## config.mk

```make
export PLATFORM = sky130hd
export DESIGN_NAME = logic_unit_serial
export DESIGN_NICKNAME = d
export VERILOG_FILES = /design/src/rtl/logic_unit_pkg.sv /design/src/rtl/logic_slice.sv /design/src/rtl/logic_unit_serial.sv
export SDC_FILE = /design/constraint.sdc
export NUM_CORES = 1
export LEC_CHECK = 0
export BUFFER_PORTS_ARGS = -buffer_cell sky130_fd_sc_hd__buf_2
export CORE_MARGIN = 2
export CORE_UTILIZATION = 38
export CTS_CLUSTER_DIAMETER = 30
export DETAILED_ROUTE_END_ITERATION = 8
export PLACE_DENSITY = 0.65
export SLEW_MARGIN = 10
export SYNTH_ARGS = -nofsm -noshare
export SYNTH_HDL_FRONTEND = slang
export SYNTH_SLANG_ARGS = --single-unit
```

## constraint.sdc

```tcl
create_clock -name clk -period 6.12 [get_ports clk]
set_input_delay 0.612 -clock clk [delete_from_list [all_inputs] [get_ports clk]]
set_output_delay 0.612 -clock clk [all_outputs]
set_load 0.01 [all_outputs]
```

## src/rtl/logic_unit_pkg.sv

```systemverilog
// Shared definitions for the slice-serial logic unit: op codes and FSM encoding.
// No logic, so no latency.
// No flow control lives here.
package logic_unit_pkg;

    localparam logic [2:0] OP_AND   = 3'b000;
    localparam logic [2:0] OP_OR    = 3'b001;
    localparam logic [2:0] OP_XOR   = 3'b010;
    localparam logic [2:0] OP_NAND  = 3'b011;
    localparam logic [2:0] OP_NOR   = 3'b100;
    localparam logic [2:0] OP_XNOR  = 3'b101;
    localparam logic [2:0] OP_ANDN  = 3'b110;
    localparam logic [2:0] OP_PASSA = 3'b111;

    typedef enum logic [1:0] {
        ST_IDLE = 2'd0,
        ST_RUN  = 2'd1,
        ST_DONE = 2'd2
    } state_t;

endpackage

```

## src/rtl/logic_slice.sv

```systemverilog
// SLICE-bit bitwise op unit, reused once per cycle by the serial datapath.
// Latency: purely combinational.
// Backpressure: none; the caller holds the operands.
module logic_slice
    import logic_unit_pkg::*;
#(
    parameter int SLICE = 4
) (
    input  logic [SLICE-1:0] a_s,
    input  logic [SLICE-1:0] b_s,
    input  logic [2:0]       op,
    output logic [SLICE-1:0] y
);

    always_comb begin
        y = a_s;
        case (op)
            OP_AND:  y = a_s & b_s;
            OP_OR:   y = a_s | b_s;
            OP_XOR:  y = a_s ^ b_s;
            OP_NAND: y = ~(a_s & b_s);
            OP_NOR:  y = ~(a_s | b_s);
            OP_XNOR: y = ~(a_s ^ b_s);
            OP_ANDN: y = a_s & ~b_s;
            default: y = a_s;
        endcase
    end

endmodule

```

## src/rtl/logic_unit_serial.sv

```systemverilog
// Slice-serial bitwise logic unit: one SLICE-bit slice per cycle, zero flag on the result.
// Latency: out_valid rises NUM_SLICES cycles after the accept edge.
// Backpressure: result held in DONE until out_ready; in_ready low whenever busy.
module logic_unit_serial
    import logic_unit_pkg::*;
#(
    parameter int WIDTH = 32,
    parameter int SLICE = 4
) (
    input  logic             clk,
    input  logic             rst,
    input  logic             in_valid,
    output logic             in_ready,
    input  logic [WIDTH-1:0] a,
    input  logic [WIDTH-1:0] b,
    input  logic [2:0]       op,
    output logic             out_valid,
    input  logic             out_ready,
    output logic [WIDTH-1:0] result,
    output logic             zero
);

    localparam int NUM_SLICES = WIDTH / SLICE;
    localparam int IDX_W      = (NUM_SLICES > 1) ? $clog2(NUM_SLICES) : 1;

    if (SLICE < 1 || (WIDTH % SLICE) != 0) begin : g_bad_cfg
        $error("logic_unit_serial: WIDTH must be a non-zero multiple of SLICE");
    end

    state_t                           state_q, state_d;
    logic [NUM_SLICES-1:0][SLICE-1:0] a_q, b_q, res_q;
    logic [2:0]                       op_q;
    logic [IDX_W-1:0]                 idx_q;
    logic                             zacc_q;
    logic [SLICE-1:0]                 y;
    logic                             last;

    assign last = (idx_q == IDX_W'(NUM_SLICES - 1));

    // Operands are stored as slice arrays so the per-cycle mux is a plain index.
    logic_slice #(.SLICE(SLICE)) u_slice (
        .a_s (a_q[idx_q]),
        .b_s (b_q[idx_q]),
        .op  (op_q),
        .y   (y)
    );

    always_comb begin
        state_d   = state_q;
        in_ready  = 1'b0;
        out_valid = 1'b0;
        case (state_q)
            ST_IDLE: begin
                in_ready = ~rst;
                if (in_valid) state_d = ST_RUN;
            end
            ST_RUN: begin
                if (last) state_d = ST_DONE;
            end
            ST_DONE: begin
                out_valid = 1'b1;
                if (out_ready) state_d = ST_IDLE;
            end
            default: state_d = ST_IDLE;
        endcase
    end

    always_ff @(posedge clk) begin
        if (rst) begin
            state_q <= ST_IDLE;
            a_q     <= '0;
            b_q     <= '0;
            op_q    <= '0;
            res_q   <= '0;
            idx_q   <= '0;
            zacc_q  <= 1'b0;
        end else begin
            state_q <= state_d;
            if (state_q == ST_IDLE && in_valid) begin
                a_q    <= a;
                b_q    <= b;
                op_q   <= op;
                idx_q  <= '0;
                zacc_q <= 1'b1;
            end
            if (state_q == ST_RUN) begin
                res_q[idx_q] <= y;
                zacc_q       <= zacc_q & (y == '0);
                if (!last) idx_q <= idx_q + IDX_W'(1);
            end
        end
    end

    assign result = res_q;
    assign zero   = (state_q == ST_DONE) & zacc_q;

endmodule

```

* After elaboration in Yosys (flattened, before gate mapping)
Cells that the tools add are included.
Widths: inputs -> output; s select.
** Operators by class
- Reduce and logical (&&, ||, !) cells :: 7
- Add/subtract/negate cells :: 1
- Order comparisons :: 2
- Equality and inequality tests :: 12
- Bitwise gates (word level) :: 11
- Mux-type cells :: 19
** Operator list (count)
- $bwmux 32 :: 1
- $pmux 4 s7 :: 1
- $bmux 4 s3 :: 2
- $not 4->4 :: 4
- $demux 4 s3 :: 1
- $eq 3x3->1 const B :: 4
- $mux 4 :: 3
- $mux 3 :: 3
- $and 4x4->4 :: 2
- $eq 3x2->1 const B :: 2
- $mux 2 :: 3
- $ne 2x2->1 const B :: 3
- $pmux 2 s3 :: 1
- $logic_not 4->1 :: 1
- $lt 3x4->1 const B :: 1
- $mux 1 :: 4
- $or 4x4->4 :: 1
- $xor 4x4->4 :: 1
- $add 3x1->3 const B :: 1
- $eq 3x1->1 const B :: 1
- $ge 3x1->1 const B :: 1
- $logic_not 3->1 :: 1
- $reduce_and 3->1 :: 1
- $and 1x1->1 :: 2
- other kinds (6) :: 7
** Word-level totals
- Bits of input ports :: 71
- Logic and storage cells :: 80
- Flip-flop bits (word level) :: 105
- Output and inout bits :: 35

* Longest topological paths before layout
Gate-level depths: netlist (run 1).
- Depth in word-level cells :: 8
- Depth in mapped cells :: 15
- Gate-level depth less buffers :: 12

* By module
Synthesis (run 1) repeated with hierarchy kept, for this count alone.
** Second synthesis, totals
- Cells, all modules :: 587
- Area total of the unflattened synthesis :: 4959.8 µm²
** Modules (own cells, without submodules)
- logic_unit_serial :: cells an instance 535, area each 4460.5 µm², seq. area each 2102.0 µm², instances 1
- logic_slice :: cells an instance 52, area each 499.2 µm², seq. area each 0.0 µm², instances 1

* Worst setup path before layout (run 1)
OpenSTA, ideal clock, no wires.
- Path kind :: reg2reg
- From :: register idx_q[2]
- To :: register zacc_q
- Setup slack :: 3043 ps
- Clock period less this slack :: 3077 ps
- Arrival time :: 2996 ps
- Path buffers :: 4
- Data required time :: 6039 ps
- Cell stages (with the launch flop) :: 13
- Setup time :: 81 ps
- Cell sequence :: dfxtp_1 -> buf_2 -> buf_2 -> buf_1 -> mux4_2 -> mux2i_1 -> ha_1 -> mux4_2 -> mux2i_1 -> a31o_1 -> buf_2 -> nand4_1 -> a211oi_2
** Between the ends
- Cells in the longest elaborated chain, start to end :: 8
- Elaborated cells between the ends (all ways) :: 16
- Those cells by class :: mux (6); bitwise (9); reduce/logical (1)
** Ends and longest elaborated chain
- start, declared :: RTL line logic_unit_serial.sv:33 : logic [IDX_W-1:0] idx_q;
- start signal, assigned :: RTL line logic_unit_serial.sv:89 : if (!last) idx_q <= idx_q + IDX_W'(1);
- $bmux 4 s3 (on tied branches) :: RTL line logic_unit_serial.sv:43, logic_unit_serial.sv:42
- $mux 4 (on tied branches) :: RTL line logic_unit_serial.sv:43, logic_unit_serial.sv:42
- $not 4->4, or another cell as far along :: RTL line logic_slice.sv:24 : OP_ANDN: y = a_s & ~b_s;
- $and 4x4->4, or another cell as far along :: RTL line logic_slice.sv:24
- $pmux 4 s7 * :: RTL line logic_slice.sv:17 : case (op)
- $logic_not 4->1 * :: RTL line logic_unit_serial.sv:88 : zacc_q <= zacc_q & (y == '0);
- $and 1x1->1 * :: RTL line logic_unit_serial.sv:88
- $mux 1 * :: RTL line logic_unit_serial.sv:86 : if (state_q == ST_RUN) begin
- end signal, assigned :: RTL line logic_unit_serial.sv:88
- end, declared :: RTL line logic_unit_serial.sv:34 : logic zacc_q;
Every way passes the cells marked *; elsewhere a longest branch is shown, timed or not. The select of a mux whose other input is x is not followed.
A chain may end at the register's enable or synchronous reset.

* Final worst setup path (run 1)
- From :: register idx_q[0]
- To :: register zacc_q
Same word-level chain as after synthesis.

==> impl_results.md, run 1 <==
* Hpwl dp at approximately 8 mm
* Drt pass-1 iters at 4
* Total die area at 0.0134 mm^2
* CP Class: flip-flop to flip-flop
* Reg-to-reg endpoint: zacc_q$_SDFFE_PP0P_
* RePlAce Congestion at 0.780
* Synth area leaders: dfxtp_1 44%, nand2_1 11%, a21oi_1 7.9%, mux4_2 6.2%, nor2_1 4.1%
* Die H at 116 um
* Mapped Cells at around 550
* Root Driver: clkbuf_16
* Reg-to-Reg Start: idx_q[0]$_SDFF_PP0_
* Clock sink total at ~110
* Initial antenna violation count at 0
* Cell repeated most along the worst path: a21oi_1
* Remaining antenna violation count at 0
* GRT Util Overall at 0.178
* Peak supply drop at 117 uV
* Port Buffer Count at approximately 110
* CTS tree: done
* Unrepaired setup endpoints after global routing: false
* Yosys top cell area share at 0.444
* Vias per cell at 5.04
* IO Pins at 106
* Diode count at 0
* Tcrit/Tclk final at 0.578
* Period minus WS final at about 3.5 ns
* Max-cap viol count at 0
* Core area at ~0.012 mm^2
* Resize count post-CTS at 0
* Run status: completed
* WP buf/inv at 1
* Top sig layer: met4
* Final wirelength at between 10 and 15 mm
* Post-synthesis register bit count at 105
* Mapped Area at ~0.0047 mm^2
* H-tree levels at 3
* Sequential cell area fraction in the yosys report at 0.444
* Total congestion overflow at 0
* Post-synth EDFFs at 0
* Worst min path class: flip-flop to flip-flop
* Layout Nets at 716
* Fin. max-slew vios at 0
* First DRT Iteration DRCs at roughly 220
* Share of layout cells above drive strength 1 at 0.242
* Mean Syn Cell Area at approximately 8.5 um^2
* Data required time at the worst endpoint at between 6 and 7 ns
* Hold_buf cts at 0
* Met1 Routed Length at around 5 mm
* DR vias at roughly 4,100
* Clock Tree Buf Depth at 2
* WP data arrival at approximately 3.8 ns
* Initial Utilization at 0.392
* Skew final at between 0.007 and 0.008 ns
* Drt drc at 0
* P&R area growth vs syn at 19.2%
* TNS Setup at 0 ns
* YS warnings at 0
* WHS Endpoint: b_q[21]$_SDFFE_PP0P_
* DR WL/cell at around 14 um
* Slew at the pin closest to its max-slew limit at ~1.2 ns
* Crit-path cells: buf_4, mux4_2, mux2i_1, ha_1, nor4bb_1, a21oi_1, a21oi_1, a221o_1, nand4_1, a211oi_2
* Synth area leader: dfxtp_1
* Pwr/cell area at 277 mW/mm^2
* Worst r2r path cells at 10
* Setup violators final at 0
* Die Wd at roughly 120 um
* Metal3 WL at about 430 um
* Worst Hold Launch: b_q[21]$_SDFFE_PP0P_
* Fmax at approximately 280 MHz
* Startpoint Class: flip-flop
* Clk Latency, worst-skew pair at 0.34 ns
* Slew headroom at 0.206
* Vias in the first global route at around 4,000
* Largest net degree at the start of global routing at between 100 and 150
* Number of buffers created by CTS at 9
* Max incr delay on CP at 0.62 ns
* # fillers at between 1,000 and 1,500
* Crit path capture type: flip-flop
* Syn nets at around 640
* # Post-CTS Setup Buffers at 0
* FFs w/ async S/R, synth at 0
* Final Hold Violating Endpoints at 0
* Row cnt at 40
* Static leakage at 2.27 nW
* Critical Path Slowest Stage Cell: dfxtp_1
* Crit path max fanout at 19
* Hold Path Cell Cnt at 2
* CTS clk-pin slew, worst paths at 0.07 ns
* Fin util at 0.468
* Distinct cells, synth at 41
* First-pass GRT wire length at 18.9 mm
* R2r setup slk at approximately 2.6 ns
* Crit-path leading delay family: compound AO/OA/AOI/OAI gates
* Met2 wire length at around 5.6 mm
* Synth Flop Type: dfxtp_1
==> worst max path at each step <==
stage / slack [ns] / startpoint / endpoint / cells after the start
final: 2.58 / idx_q[0]$_SDFF_PP0_ / zacc_q$_SDFFE_PP0P_ / 10
after global routing: 2.35 / idx_q[1]$_SDFF_PP0_ / zacc_q$_SDFFE_PP0P_ / 11
after CTS: 2.57 / idx_q[0]$_SDFF_PP0_ / zacc_q$_SDFFE_PP0P_ / 10
after detailed placement: 2.60 / idx_q[0]$_SDFF_PP0_ / zacc_q$_SDFFE_PP0P_ / 10
after global placement: 2.68 / idx_q[0]$_SDFF_PP0_ / zacc_q$_SDFFE_PP0P_ / 9
after floorplan: 3.04 / idx_q[2]$_SDFF_PP0_ / zacc_q$_SDFFE_PP0P_ / 12
==> logic make-up (layout without fill, tap and decap cells) <==
family	Yosys count	after routing	share of synthesized area
buffers and inverters	52	134	0.0468
muxes	26	26	0.0896
DFF	105	105	0.444
and+or+nand+nor	230	230	0.206
adders and majority gates	14	14	0.0370
AOI/OAI and AO/OA	127	127	0.176
==> area by class of cell <==
class | count | area (um^2) | share of cell area
Tap cell | 168 | 210 | 0.0373
Clock buffer | 12 | 256 | 0.0455
Multi-Input combinational cell | 397 | 2410 | 0.428
Clock inverter | 4 | 73.8 | 0.0131
Sequential cell | 105 | 2100 | 0.373
Timing Repair Buffer | 107 | 543 | 0.0963
Inverter | 11 | 41.3 | 0.00732
==> report_power, final <==
group	switching, mW	internal (mW)
clock	0.247	0.382
combinational	0.113	0.0798
sequential	0.0249	0.716
==> per-layer routing <==
metal / up-vias / global-route usage
li1: 2049 / -
met1: 1902 / 0.229
met2: 88 / 0.297
met3: 14 / 0.0309
met4: 0 / 0.0715
met5: - / 0
==> registers in the layout, indices dropped and copies added (netlist names) <==
name,count
zacc_q,1
result,32
op_q,3
b_q,32
state_q,2
a_q,32
idx_q,3
==> cell usage in the layout, fill, tap and decap left out, types with 9 or more instances in the layout <==
master	count
nand2_1	141
dfxtp_1	105
buf_2	104
a21oi_1	75
nor2_1	52
a211oi_1	25
ha_1	14
mux4_2	13
mux2i_1	12
inv_1	10
a211oi_2	9
clkbuf_16	9
==> synth_stat cells (9+ instances only) <==
cell and instances:
a211oi_2 9, ha_1 14, nand2_1 142, nor2_1 52, mux4_2 13, mux2i_1 12, dfxtp_1 105, a211oi_1 25
buf_2 9, inv_1 10, clkbuf_1 26, a21oi_1 75
==> worst reg2reg max path, delay by kind of cell, from the launching register on <==
kind	cells	cell delay (ns)
adders and majority gates	1	0.22
muxes	2	0.82
and+or+nand+nor	2	0.48
AOI/OAI and AO/OA	4	0.94
DFF	1	0.62
buffers and inverters	1	0.39
==> per-stage QoR <==
step	area, um^2	cells	hold WS, ns	total power [mW]	setup slack [ns]
2_1_floorplan	4730	554	0.431	0.891	3.04
3_3_place_gp	5310	788	0.440	0.944	2.68
3_5_place_dp	5310	788	0.445	0.951	2.60
4_1_cts	5640	804	0.456	1.58	2.57
5_1_grt	5640	804	0.476	1.64	2.35
6_report	5640	804	0.456	1.56	2.58
No activity file was read; power rests on OpenSTA's default activity.
==> run 2, diff against run 1 <==
ABC_AREA = 1   (was not set)
clock period = 3.39 ns   (was 6.12 ns; I/O delays follow)
==> run 2 against run 1 <==
Sequential power is 86% higher. Register-to-register slack got worse by 2.0 ns. First-iteration DRC count down 9.0%. Highest routed layer unchanged.
==> impl_results.md, run 2 <==
* Core area at 0.0125 mm^2 (was 0.0121 mm^2)
* Root Driver: clkbuf_16 (unchanged)
* Synth area leaders: dfxtp_1 44%, o21ai_0 11%, nor2_1 9.6%, nand2_1 8.5%, a21oi_1 5.6% (was dfxtp_1 44%, nand2_1 11%, a21oi_1 7.9%, mux4_2 6.2%, nor2_1 4.1%)
* Max incr delay on CP at 0.75 ns (was 0.62 ns)
* Clock power share at 0.348 (was 0.402)
* Static leakage at 2.66 nW (was 2.27 nW)
* Skew final at 0.00614 ns (was 0.00735 ns)
* Yosys top cell area share at 0.437 (was 0.444)
* DR vias at 4,441 (was 4,053)
* Critical Path Slowest Stage Cell: dfxtp_1 (unchanged)
* Area of the multi-input gates at 0.00230 mm^2 (was 0.00241 mm^2)
* Crit path capture type: flip-flop (unchanged)
* Port Buffer Count at 105 (unchanged)
* Max-cap viol count at 0 (unchanged)
* Synth Flop Type: dfxtp_1 (unchanged)
* Die H at 117 um (was 116 um)
* Die Wd at 117 um (was 116 um)
* First DRT Iteration DRCs at 202 (was 222)
* Largest net degree at the start of global routing at 90 (was 107)
* Hold Slack at 0.214 ns (was 0.456 ns)
* H-tree levels at 3 (unchanged)
* Slew headroom at 0.445 (was 0.206)
* Fin util at 0.454 (was 0.468)
* Hpwl dp at 9.19 mm (was 8.04 mm)
* Run status: completed (unchanged)
* Mapped Cells at 671 (was 554)
* Most frequent cells in the layout: 123 x nor2_1, 108 x nand2_1, 105 x dfxtp_1, 105 x buf_2, 103 x o21ai_0 (was 141 x nand2_1, 105 x dfxtp_1, 104 x buf_2)
* Fin. max-slew vios at 0 (unchanged)
* WP data arrival at 3.14 ns (was 3.80 ns)
* Peak supply drop at 233 uV (was 117 uV)
* Clock sink total at 105 (unchanged)
* Leading cell type in the layout, fill and taps excluded: nor2_1 (was nand2_1)
* Total die area at 0.0136 mm^2 (was 0.0134 mm^2)
* TNS Setup at 0 ns (unchanged)
* Share of layout cells above drive strength 1 at 0.202 (was 0.242)
* # fillers at 1,307 (was 1,170)
* Power Total at 2.87 mW (was 1.56 mW)
* Post-synth top cells: 123 x nor2_1, 109 x nand2_1, 105 x dfxtp_1 (was 142 x nand2_1, 105 x dfxtp_1, 75 x a21oi_1)
* Most numerous cell in the Yosys netlist: nor2_1 (was nand2_1)
* Hold_buf cts at 0 (unchanged)
* Int Power at 2.02 mW (was 1.18 mW)
* Sw frac at 0.296 (was 0.246)
* CTS clk-pin slew, worst paths at 0.07 ns (about the same)
* Slew at the pin closest to its max-slew limit at 0.831 ns (was 1.19 ns)
* Synth area leader: dfxtp_1 (unchanged)
* Fmax at 351 MHz (was 283 MHz)
* Layout Nets at 839 (was 716)
* Startpoint Class: flip-flop (unchanged)
* Post-route cell area at 0.00567 mm^2 (was 0.00564 mm^2)
* Placed cell areas at 0.00538 mm^2 (was 0.00531 mm^2)
* Initial antenna violation count at 0 (unchanged)
* CP Class: flip-flop to flip-flop (unchanged)
* IO Pins at 106 (unchanged)
* Mapped Area at 0.00481 mm^2 (was 0.00473 mm^2)
* # Post-CTS Setup Buffers at 0 (unchanged)
* Pwr/cell area at 506 mW/mm^2 (was 277 mW/mm^2)
* Reg area at 0.00210 mm^2 (unchanged)
* Logic pwr share at 0.172 (was 0.124)
* Post-synthesis register bit count at 105 (unchanged)
* Tcrit/Tclk final at 0.840 (was 0.578)
* Crit path max fanout at 19 (unchanged)
* Post-synth EDFFs at 0 (unchanged)
* Share of power burned in registers at 0.480 (was 0.474)
* CTS tree: done (unchanged)
* Diode count at 0 (unchanged)
* Pre-CTS WS at 0.685 ns (was 2.60 ns)
* Data required time at the worst endpoint at 3.68 ns (was 6.38 ns)
* Sequential cell area fraction in the yosys report at 0.437 (was 0.444)
* P&R area growth vs syn at 17.8% (was 19.2%)
* YS warnings at 0 (unchanged)
* Drt drc at 0 (unchanged)
* P_sw at 849 uW (was 385 uW)
* RePlAce Congestion at 0.921 (was 0.780)
* Syn nets at 756 (was 639)
* Non-Filler Instances at 931 (was 804)
* Worst min path class: input port to flip-flop (was flip-flop to flip-flop)
* Resize count post-CTS at 0 (unchanged)
* Vias in the first global route at 4,042 (was 3,979)
* Row cnt at 41 (was 40)
* Cell repeated most along the worst path: nand2_1 (was a21oi_1)
* Initial Utilization at 0.386 (was 0.392)
* Setup violators final at 0 (unchanged)
* PnR worst setup slack at 0.544 ns (was 2.58 ns)
* Number of buffers created by CTS at 9 (unchanged)
* Crit-path cells: nor2_2, nand2_1, inv_2, nand2_1, nand2_1, a211oi_1, nand4_1, inv_2, ha_1, nand2_1, nand2_1, nor2_1, nand2_1, nand2_2, nand2_1, nor2_1, nor2_1, nor2_1 (was buf_4, mux4_2, mux2i_1, ha_1, nor4bb_1, a21oi_1, a21oi_1, a221o_1, nand4_1, a211oi_2)
* Unrepaired setup endpoints after global routing: false (unchanged)
* Placed insts at 915 (was 788)
* Distinct cells, synth at 31 (was 41)
* Vias per cell at 4.77 (was 5.04)
* Final Hold Violating Endpoints at 0 (unchanged)
* FFs w/ async S/R, synth at 0 (unchanged)
* Total congestion overflow at 0 (unchanged)
* Clock Tree Buf Depth at 2 (unchanged)
* Drt pass-1 iters at 4 (unchanged)
* DR WL/cell at 13.5 um (was 14.1 um)
* Period minus WS final at 2.85 ns (was 3.54 ns)
* Clk Latency, worst-skew pair at 0.35 ns (was 0.34 ns)
* First-pass GRT wire length at 20.3 mm (was 18.9 mm)
* Mean Syn Cell Area at 7.17 um^2 (was 8.54 um^2)
* GRT Util Overall at 0.192 (was 0.178)
* Final wirelength at 12.5 mm (was 11.4 mm)
* Remaining antenna violation count at 0 (unchanged)
run 2: path summary, 6_finish.rpt:
check                                 end                 from  depth (start not counted)  slack (ns)
setup / recovery      zacc_q$_SDFFE_PP0P_  idx_q[1]$_SDFF_PP0_                         18        0.54
hold / removal    state_q[1]$_SDFFE_PP0P_                  rst                          2        0.21
setup reg to reg      zacc_q$_SDFFE_PP0P_  idx_q[1]$_SDFF_PP0_                         18        0.54
hold reg to reg       a_q[1]$_SDFFE_PP0P_  a_q[1]$_SDFFE_PP0P_                          2        0.46
run 2: power groups by stage:
stage | Sequential [mW] | Combinational, mW | Clock (mW)
floorplan | 1.38 | 0.369 | 0
global placement | 1.40 | 0.492 | 0
detailed placement | 1.40 | 0.494 | 0
CTS | 1.38 | 0.496 | 1.02
global route | 1.39 | 0.565 | 1.07
finish | 1.38 | 0.492 | 0.998
run 2: cells by family (layout without fill, tap and decap cells):
group                      Yosys count  after routing  share of synthesized area
buffers and inverters               92            180                     0.0851
adders and majority gates           14             14                     0.0364
DFF                                105            105                      0.437
AOI/OAI and AO/OA                  179            179                      0.193
and+or+nand+nor                    281            281                      0.249
run 2: critical path: cells and delay by family, from the launching register on:
family,cells,cell delay (ns)
AO/OA/AOI/OAI,1,0.25
adder cells (fa/ha/maj),1,0.24
buffers and inverters,2,0.17
flip-flops,1,0.75
AND/OR/NAND/NOR,14,1.38
run 2: area by class of cell:
type,instances,area share
multi-input cells,474,0.406
flip-flops and latches,105,0.371
repair buffers,109,0.0981
clock buffers,12,0.0435
well taps,172,0.0380
inverters,55,0.0369
clock inverters,4,0.00640
run 2: metal layers:
layer,track usage,share of wire,up-vias
li1,-,-,2354
met1,0.259,0.48,1997
met2,0.309,0.47,77
met3,0.0384,0.040,13
met4,0.0651,0.015,0
met5,0,0,-
==> run 3, diff against run 2 <==
PLACE_DENSITY = 0.68   (was 0.65)
clock period = 2.3 ns   (was 3.39 ns; I/O delays follow)
==> run 3 against run 2 <==
Sequential power increased by 47%. Final cell count increased by 3.2%. Clock power increased by 60%. Critical path depth decreased by 1. Largest cell class unchanged. Via count increased by 5.7%. Critical endpoint unchanged.
==> impl_results.md, run 3 (synthesis gave the netlist of run 2 again) <==
* Startpoint Class: flip-flop (unchanged)
* Leading cell type in the layout, fill and taps excluded: nor2_1 (unchanged)
* Row cnt at 41 (unchanged)
* Tcrit/Tclk final at 0.986 (was 0.840)
* Met3 Use GR at 0.0228 (was 0.0384)
* Critical Path Slowest Stage Cell: dfxtp_4 (was dfxtp_1)
* CP Class: flip-flop to flip-flop (unchanged)
* Final wirelength at 12.7 mm (was 12.5 mm)
* WP data arrival at 2.55 ns (was 3.14 ns)
* DR WL/cell at 13.3 um (was 13.5 um)
* First-pass GRT wire length at 20.0 mm (was 20.3 mm)
* Cell repeated most along the worst path: nor2_1 (was nand2_1)
* Period minus WS final at 2.27 ns (was 2.85 ns)
* Vias per cell at 4.88 (was 4.77)
* Fin. max-slew vios at 0 (unchanged)
* Pwr/cell area at 737 mW/mm^2 (was 506 mW/mm^2)
* H-tree levels at 3 (unchanged)
* Hpwl dp at 9.26 mm (was 9.19 mm)
* Die Wd at 117 um (unchanged)
* Fin util at 0.498 (was 0.454)
* P&R area growth vs syn at 29.1% (was 17.8%)
* R2r setup slk at 0.03 ns (was 0.54 ns)
* Worst min path class: input port to flip-flop (unchanged)
* Slew headroom at 0.588 (was 0.445)
* Vias in the first global route at 4,202 (was 4,042)
* Die H at 117 um (unchanged)
* Drt pass-1 iters at 5 (was 4)
* Hold_buf cts at 0 (unchanged)
* Fmax at 441 MHz (was 351 MHz)
* Initial antenna violation count at 0 (unchanged)
* Run status: completed (unchanged)
* Crit path capture type: flip-flop (unchanged)
* Worst setup path startpoint: idx_q[1]$_SDFF_PP0_ (unchanged)
* IO Pins at 106 (unchanged)
* Slew at the pin closest to its max-slew limit at 0.616 ns (was 0.831 ns)
* CTS tree: done (unchanged)
* DR vias at 4,692 (was 4,441)
* Initial Utilization at 0.386 (unchanged)
* Reg-to-Reg Start: idx_q[1]$_SDFF_PP0_ (unchanged)
* Largest net degree at the start of global routing at 50 (was 90)
* Grt peak-use layer: met2 (unchanged)
* Final Hold Violating Endpoints at 0 (unchanged)
* Root Driver: clkbuf_16 (unchanged)
* Area of the multi-input gates at 0.00245 mm^2 (was 0.00230 mm^2)
* Remaining antenna violation count at 0 (unchanged)
* TNS Setup at 0 ns (unchanged)
* Reg area at 0.00211 mm^2 (was 0.00210 mm^2)
* First DRT Iteration DRCs at 219 (was 202)
* Clock Tree Buf Depth at 2 (unchanged)
* Crit-path cells: buf_6, nor2_4, nand2_2, nor2_1, a211oi_1, nand4_1, inv_1, ha_1, nand2_1, nand2_1, nor2_1, nand2_1, nand2_4, nand2_1, nor2_1, nor2_1, nor2_1 (was nor2_2, nand2_1, inv_2, nand2_1, nand2_1, a211oi_1, nand4_1, inv_2, ha_1, nand2_1, nand2_1, nor2_1, nand2_1, nand2_2, nand2_1, nor2_1, nor2_1, nor2_1)
* Most frequent cells in the layout: 122 x nor2_1, 105 x buf_2, 102 x o21ai_0, 102 x dfxtp_1, 101 x nand2_1 (was 123 x nor2_1, 108 x nand2_1, 105 x dfxtp_1, 105 x buf_2, 103 x o21ai_0)
* Total die area at 0.0136 mm^2 (unchanged)
* Skew final at 0.00922 ns (was 0.00614 ns)
* Number of buffers created by CTS at 9 (unchanged)
* Met1 Usage GRT at 0.256 (was 0.259)
* Layout Nets at 869 (was 839)
* Crit path max fanout at 7 (was 19)
* Met2 GRT Util at 0.302 (was 0.309)
* Drt drc at 0 (unchanged)
* Data required time at the worst endpoint at 2.58 ns (was 3.68 ns)
* Diode count at 0 (unchanged)
* Clk Latency, worst-skew pair at 0.35 ns (about the same)
* Static leakage at 2.87 nW (was 2.66 nW)
* Total congestion overflow at 0 (unchanged)
* Reg-to-reg endpoint: zacc_q$_SDFFE_PP0P_ (unchanged)
* Share of layout cells above drive strength 1 at 0.281 (was 0.202)
* RePlAce Congestion at 0.940 (was 0.921)
* Worst Hold Launch: rst (unchanged)
* Worst r2r path cells at 17 (was 18)
* Port Buffer Count at 105 (unchanged)
* # fillers at 1,217 (was 1,307)
* Peak supply drop at 375 uV (was 233 uV)
* Setup crit end: zacc_q$_SDFFE_PP0P_ (unchanged)
* Core area at 0.0125 mm^2 (unchanged)
* CTS clk-pin slew, worst paths at 0.07 ns (about the same)
* Max-cap viol count at 0 (unchanged)
* Setup violators final at 0 (unchanged)
* Max incr delay on CP at 0.41 ns (was 0.75 ns)
* Unrepaired setup endpoints after global routing: true (was false)
* GRT Util Overall at 0.187 (was 0.192)
* Clock sink total at 105 (unchanged)
## run 3: cell types whose count changed in the layout (fill, tap and decap cells not counted), moves of 3 or more
cell and change:
nand2_1 -7, buf_6 +5, inv_1 -4, buf_12 +7, a21oi_2 +9, ha_1 -3
nand3_1 -4, nand3_2 +4, a21oi_1 -11, buf_4 +17, nand2_2 +7, dfxtp_1 -3
## run 3: power by group
group          internal [mW]  switching (mW)
Clock                  0.938           0.663
Combinational          0.399           0.546
Sequential              1.94          0.0840
Total                   3.28            1.29
## run 3: worst min-delay path by stage
| stage | endpoint | slack, ns | cells after the start |
|---|---|---|---|
| 6_report | state_q[1]$_SDFFE_PP0P_ | 0.13 | 2 |
| 4_1_cts | state_q[1]$_SDFFE_PP0P_ | 0.13 | 2 |
| 3_5_place_dp | a_q[0]$_SDFFE_PP0P_ | 0.45 | 2 |
| 3_3_place_gp | a_q[0]$_SDFFE_PP0P_ | 0.44 | 2 |
| 2_1_floorplan | state_q[1]$_SDFFE_PP0P_ | 0.30 | 1 |
| 5_1_grt | state_q[1]$_SDFFE_PP0P_ | 0.13 | 2 |
## run 3: metrics by stage
stage	std cells	cell area, um^2	power, mW	hold slack, ns	setup WS, ns
after floorplan	671	4810	2.58	0.299	0.0847
after global placement	939	5640	2.90	0.443	-0.0816
after detailed placement	939	5640	2.91	0.451	-0.114
after CTS	956	5980	4.51	0.125	0.00622
after global routing	961	6210	4.78	0.135	-0.130
final	961	6210	4.57	0.126	0.0331
## run 3: final cells by class
cell class / instances / area share
multi-input combinational: 474 / 0.395
sequential: 105 / 0.340
timing repair buffer: 139 / 0.144
clock buffer: 13 / 0.0435
inverter: 55 / 0.0347
tap: 172 / 0.0347
clock inverter: 3 / 0.00766
## run 3: critical path: cells and delay by family (launching register included)
kind,cells,cell delay [ns]
adders and majority gates,1,0.24
and+or+nand+nor,13,1.05
DFF,1,0.41
AOI/OAI and AO/OA,1,0.25
buffers and inverters,2,0.24
## run 3: layer usage
metal / routed length, um / share of wire / up-vias
li1: - / - / 2418
met1: 5910 / 0.46 / 2150
met2: 6050 / 0.47 / 104
met3: 498 / 0.039 / 20
met4: 293 / 0.023 / 0
met5: 0 / 0 / -
## run 3: timing repair
item / in CTS / in global routing
setup buffers: 1 / 5
endpoints found under the setup margin: 17 / 33
pin swaps: 1 / 18
resized for setup: 6 / 45
